--- config.mk ---
export PLATFORM = sky130hd
export DESIGN_NAME = relay_bank
export DESIGN_NICKNAME = d
export VERILOG_FILES = /design/src/rtl/relay_bank_pkg.sv /design/src/rtl/relay_channel.sv /design/src/rtl/relay_bank.sv
export SDC_FILE = /design/constraint.sdc
export NUM_CORES = 1
export LEC_CHECK = 0
export ABC_AREA = 1
export CAP_MARGIN = 10
export CORE_ASPECT_RATIO = 0.75
export CORE_MARGIN = 8
export CORE_UTILIZATION = 30
export CTS_CLUSTER_DIAMETER = 60
export DETAILED_ROUTE_END_ITERATION = 7
export SETUP_SLACK_MARGIN = 0.5
export SLEW_MARGIN = 20
export SYNTH_ARGS = -nofsm -noshare
export SYNTH_HDL_FRONTEND = slang
export SYNTH_SLANG_ARGS = --single-unit
--- constraint.sdc ---
create_clock -name clk -period 4.8 [get_ports clk]
set_input_delay 1.2 -clock clk [delete_from_list [all_inputs] [get_ports clk]]
set_output_delay 1.2 -clock clk [all_outputs]
set_load 0.02 [all_outputs]
--- src/rtl/relay_bank_pkg.sv ---
// Shared types and helpers for the relay bank: channel state encoding,
// ramp counter sizing and conductance level scaling.
package relay_bank_pkg;

    typedef enum logic [1:0] {
        OFF       = 2'd0,
        RAMP_UP   = 2'd1,
        ON        = 2'd2,
        RAMP_DOWN = 2'd3
    } relay_state_t;

    function automatic int cnt_width(input int ramp_cyc);
        return $clog2(ramp_cyc + 1);
    endfunction

    // Linear map of ramp step onto 0 .. 2^gw-1; step==ramp_cyc gives all-ones exactly.
    function automatic int scale_level(input int cnt, input int gw, input int ramp_cyc);
        return (cnt * ((1 << gw) - 1)) / ramp_cyc;
    endfunction

endpackage

--- src/rtl/relay_channel.sv ---
// One hysteretic relay: registered threshold compare, override hold,
// four-state ramp FSM and registered conductance level.
module relay_channel
    import relay_bank_pkg::*;
#(
    parameter int CW       = 16,
    parameter int VT       = 0,
    parameter int VH       = 256,
    parameter int GW       = 8,
    parameter int RAMP_CYC = 16,
    parameter bit INIT_ON  = 1'b0
) (
    input  logic                 clk,
    input  logic                 rst,
    input  logic                 ctrl_valid,
    input  logic signed [CW-1:0] ctrl,
    input  logic                 frc_wr,
    input  logic                 frc_on,
    input  logic                 frc_release,
    output logic [GW-1:0]        g_level,
    output logic                 is_on,
    output logic                 busy
);

    localparam int CNTW = cnt_width(RAMP_CYC);
    localparam logic [CNTW-1:0] RAMP_MAX = CNTW'(RAMP_CYC);
    localparam logic signed [CW:0] HI = (CW+1)'(VT + VH);
    localparam logic signed [CW:0] LO = (CW+1)'(VT - VH);

    logic signed [CW:0] ctrl_x;
    logic               tgt, ovr_act, ovr_val, eff;
    relay_state_t       state, state_nxt;
    logic [CNTW-1:0]    cnt, cnt_nxt;

    // One extra bit so VT+/-VH can never wrap against a full-scale sample.
    assign ctrl_x = {ctrl[CW-1], ctrl};

    always_ff @(posedge clk) begin
        if (rst) begin
            tgt <= INIT_ON;
        end else if (ctrl_valid) begin
            if (ctrl_x > HI)      tgt <= 1'b1;
            else if (ctrl_x < LO) tgt <= 1'b0;
        end
    end

    always_ff @(posedge clk) begin
        if (rst) begin
            ovr_act <= 1'b0;
            ovr_val <= 1'b0;
        end else if (frc_wr) begin
            ovr_act <= ~frc_release;
            ovr_val <= frc_on;
        end
    end

    // A write arriving this cycle steers the FSM immediately.
    always_comb begin
        eff = ovr_act ? ovr_val : tgt;
        if (frc_wr) eff = frc_release ? tgt : frc_on;
    end

    always_comb begin
        state_nxt = state;
        cnt_nxt   = cnt;
        case (state)
            OFF: begin
                if (eff) begin
                    cnt_nxt   = cnt + 1'b1;
                    state_nxt = (cnt_nxt == RAMP_MAX) ? ON : RAMP_UP;
                end
            end
            ON: begin
                if (!eff) begin
                    cnt_nxt   = cnt - 1'b1;
                    state_nxt = (cnt_nxt == '0) ? OFF : RAMP_DOWN;
                end
            end
            RAMP_UP, RAMP_DOWN: begin
                if (eff) begin
                    cnt_nxt   = cnt + 1'b1;
                    state_nxt = (cnt_nxt == RAMP_MAX) ? ON : RAMP_UP;
                end else begin
                    cnt_nxt   = cnt - 1'b1;
                    state_nxt = (cnt_nxt == '0) ? OFF : RAMP_DOWN;
                end
            end
            default: begin
                state_nxt = OFF;
                cnt_nxt   = '0;
            end
        endcase
    end

    always_ff @(posedge clk) begin
        if (rst) begin
            state   <= INIT_ON ? ON : OFF;
            cnt     <= INIT_ON ? RAMP_MAX : '0;
            g_level <= INIT_ON ? '1 : '0;
        end else begin
            state   <= state_nxt;
            cnt     <= cnt_nxt;
            g_level <= GW'(scale_level(int'(cnt_nxt), GW, RAMP_CYC));
        end
    end

    assign is_on = (state == ON);
    assign busy  = (state == RAMP_UP) || (state == RAMP_DOWN);

endmodule

--- src/rtl/relay_bank.sv ---
// Bank of CHANNELS ramped hysteretic relays with a single-entry host
// override holding register in front of the per-channel logic.
module relay_bank
    import relay_bank_pkg::*;
#(
    parameter int                  CHANNELS = 4,
    parameter int                  CW       = 16,
    parameter int                  VT       = 0,
    parameter int                  VH       = 256,
    parameter int                  GW       = 8,
    parameter int                  RAMP_CYC = 16,
    parameter logic [CHANNELS-1:0] INIT_ON  = '0
) (
    input  logic                   clk,
    input  logic                   rst,
    input  logic                   ctrl_valid,
    input  logic [CHANNELS*CW-1:0] ctrl,
    input  logic                   frc_valid,
    output logic                   frc_ready,
    input  logic [3:0]             frc_ch,
    input  logic                   frc_on,
    input  logic                   frc_release,
    output logic [CHANNELS*GW-1:0] g_level,
    output logic [CHANNELS-1:0]    is_on,
    output logic [CHANNELS-1:0]    busy
);

    logic       pend, pon, prel;
    logic [3:0] pch;

    assign frc_ready = ~pend;

    // Accepted request is held for exactly one cycle while it is applied.
    always_ff @(posedge clk) begin
        if (rst) begin
            pend <= 1'b0;
            pch  <= '0;
            pon  <= 1'b0;
            prel <= 1'b0;
        end else begin
            pend <= frc_valid & frc_ready;
            if (frc_valid && frc_ready) begin
                pch  <= frc_ch;
                pon  <= frc_on;
                prel <= frc_release;
            end
        end
    end

    // Out-of-range channel numbers match no instance and fall through.
    for (genvar c = 0; c < CHANNELS; c++) begin : g_ch
        relay_channel #(
            .CW       (CW),
            .VT       (VT),
            .VH       (VH),
            .GW       (GW),
            .RAMP_CYC (RAMP_CYC),
            .INIT_ON  (INIT_ON[c])
        ) u_ch (
            .clk         (clk),
            .rst         (rst),
            .ctrl_valid  (ctrl_valid),
            .ctrl        (ctrl[c*CW +: CW]),
            .frc_wr      (pend && (pch == 4'(c))),
            .frc_on      (pon),
            .frc_release (prel),
            .g_level     (g_level[c*GW +: GW]),
            .is_on       (is_on[c]),
            .busy        (busy[c])
        );
    end

endmodule

==> flow_summary.ini <==
[timing]
slew_headroom_pct = 62.0
tns_ns = 0
final-setup-viol-count = 0
hold_violations = 0
period_minus_slack_ns = 4.39
slew_violations = 0
setup_ws_ns = 0.411
rsz0062_at_grt = yes
max_freq_mhz = 228
finalClockSkew_ns = 0.00795
tightest_slew_ns = 0.570
finalCritPeriodShare_pct = 91.4

[yosys]
yosysWarnings = 0
yosys.area.top_type = dfxtp_1
ys_seq_area_share_pct = 19.9
async_flop_share_pct = 0
synthFlopType = dfxtp_1
yosys-top-cells-area = dfxtp_1 (20%), ha_1 (14%), fa_1 (10%)
synth_edf_count = 0
ys_ff_latch = 79
synthTopCellsByCount = nand2_1 (195), inv_1 (194), ha_1 (86)
ys_types = 47
synth_top_area_share_pct = 19.9
post_synth_inst_count = 1105
synth.most_common_cell = nand2_1
syn_area_mm2 = 0.00793
syn_nets = 1306
avgSynthCellArea_um2 = 7.18

[worst_setup_path]
slowest_stage = fa_1
path_buf_inv = 6
criticalPathCategory = flop to flop
critPathLaunchType = flop
cp.required_ns = 5.10
crit_arrival_ns = 4.69
crit_family = adder cells
critPathMaxFanout = 8
max_stage_delay_ns = 0.58
crit_path_end_kind = flop
path_cells = nor2_8 -> buf_12 -> nand2_8 -> nor2_8 -> nand2_4 -> nand2_8 -> inv_8 -> o211ai_1 -> o211ai_1 -> buf_4 -> fa_1 -> inv_2 -> fa_2 -> fa_1 -> inv_2 -> ha_4 -> nand2_4 -> buf_4 -> o211ai_2 -> nand2_1 -> nand3_1 -> nand2_1 -> nor2_1

[clock_network]
cts_sinks = 79
hold_buffers = 0
cts_tree = done
clk_pin_slew_ns = 0.07
cts_root_buf = clkbuf_16
cts.path.max_buffers = 2
htree_levels = 3
numCtsBuffers = 9
clock_latency_ns = 0.36

[floorplan]
placementRows = 51
dieWidth_um = 204
die_y_um = 157
core_mm2 = 0.0260
initial_core_util_pct = 30.5
io_pins = 115
dieArea_mm2 = 0.0319

[finish]
antennaDiodeCount = 0
stdcell_area_mm2 = 0.0111
drive_gt1_share_pct = 25.3
fillerInstances = 2556
fin_nets = 1491
instances_no_fill = 1638
syn_to_final_growth_pct = 40.5

[detailed_routing]
wl_per_cell_um = 13.2
finalWirelength_um = 21600
antenna_left = 0
drtIter0Drc = 270
drt-vias-per-instance = 4.57
first_pass_iters = 5
drc_errors = 0
vias = 7484

[min_path]
hp-class = flop to flop

[place]
placed_area_mm2 = 0.00950
hpwl_um = 15800
post-place-cells = 1548
place_ws_ns = 0.0799
portBuffers = 114
globalplace.congestion = 0.858

[outcome]
status = complete, no violations

[global_routing]
grt_pass1_vias = 7334
grt_max_degree = 47
antenna_found_initial = 0
grt_util_all_layers_pct = 13.4
grt_pass1_wl_um = 35500
grt-ovfl-total = 0

[run]
cap_violations = 0
==> cell type report <==
cell class | count | area, um2 | area share [%]
Clock buffer | 10 | 239 | 2.15
Sequential cell | 79 | 1620 | 14.5
Clock inverter | 5 | 106 | 0.955
Multi-Input combinational cell | 793 | 6120 | 55.0
Inverter | 206 | 791 | 7.10
Tap cell | 344 | 430 | 3.86
Timing Repair Buffer | 201 | 1830 | 16.4
==> layer usage <==
layer | global-route usage (%) | vias up | routed length, um
li1 | - | 3909 | -
met1 | 17.4 | 3434 | 10400
met2 | 22.3 | 114 | 10200
met3 | 2.83 | 27 | 766
met4 | 3.10 | 0 | 323
met5 | 0 | - | 0
==> what timing repair did <==
action / in CTS / in global routing
endpoints found under the setup margin: 26 / 25
setup buffers: 44 / 31
pin swaps: 55 / 84
hold endpoints to repair: 0 / 0
resized for setup: 97 / 91
==> final timing paths <==
path                              to  depth (start not counted)  slack (ns)                  from
max          g_ch[2].u_ch.g_level[7]                         23        0.41                pch[3]
min reg2reg     g_ch[3].u_ch.ovr_act                          2        0.47  g_ch[3].u_ch.ovr_act
min             g_ch[3].u_ch.ovr_act                          2        0.47  g_ch[3].u_ch.ovr_act
max reg2reg  g_ch[2].u_ch.g_level[7]                         23        0.41                pch[3]
==> sequential cells by signal, summed over array words and instances, names as in the netlist <==
| name | count |
|---|---|
| g_ch.u_ch.g_level | 32 |
| g_ch.u_ch.cnt | 20 |
| g_ch.u_ch.state | 8 |
| g_ch.u_ch.ovr_act | 4 |
| g_ch.u_ch.ovr_val | 4 |
| g_ch.u_ch.tgt | 4 |
| pch | 4 |
| pend | 1 |
| pon | 1 |
| prel | 1 |
==> cell usage in the layout, fill, tap and decap left out, drive strengths merged, types with 4 or more instances in the layout <==
cell           synthesis  layout
dfxtp                 79      79
xnor2                 13      13
o211ai                21      21
or2                    4       4
xor2                  20      20
a31oi                  5       5
buf                   13      88
nor3                  13      13
clkdlybuf4s50          0     113
o21a                   6       6
a21oi                 74      74
a21boi                 5       5
o41ai                  4       4
nor4                  10      10
nor2                  89      89
fa                    41      41
o21bai                 5       5
nand3                 74      74
clkbuf                14      10
or4                    4       4
nand2                233     233
ha                    86      86
inv                  204     204
nand4                 13      13
o21ai                 61      61
==> tightest hold or removal path: cells and delay by family (launching register included) <==
kind | cells | cell delay [ns]
flip-flops | 1 | 0.31
buffers and inverters | 1 | 0.06
AO/OA/AOI/OAI | 1 | 0.06
==> per-stage QoR <==
step / util, % / hold WS [ns]
finish: 42.9 / 0.472
global route: 42.9 / 0.498
CTS: 40.7 / 0.476
detailed placement: 36.6 / 0.466
global placement: 36.6 / 0.464
floorplan: - / 0.444
==> cells by family after synthesis <==
| logic type | synth area share, % |
|---|---|
| buf+inv | 11.6 |
| flops | 19.9 |
| simple gates | 27.2 |
| xor+xnor | 3.65 |
| compound gates | 13.7 |
| fa+ha+maj | 23.9 |
Power is not shown: default switching activity piles up to over one toggle a cycle in this logic, so the estimate is an artifact.
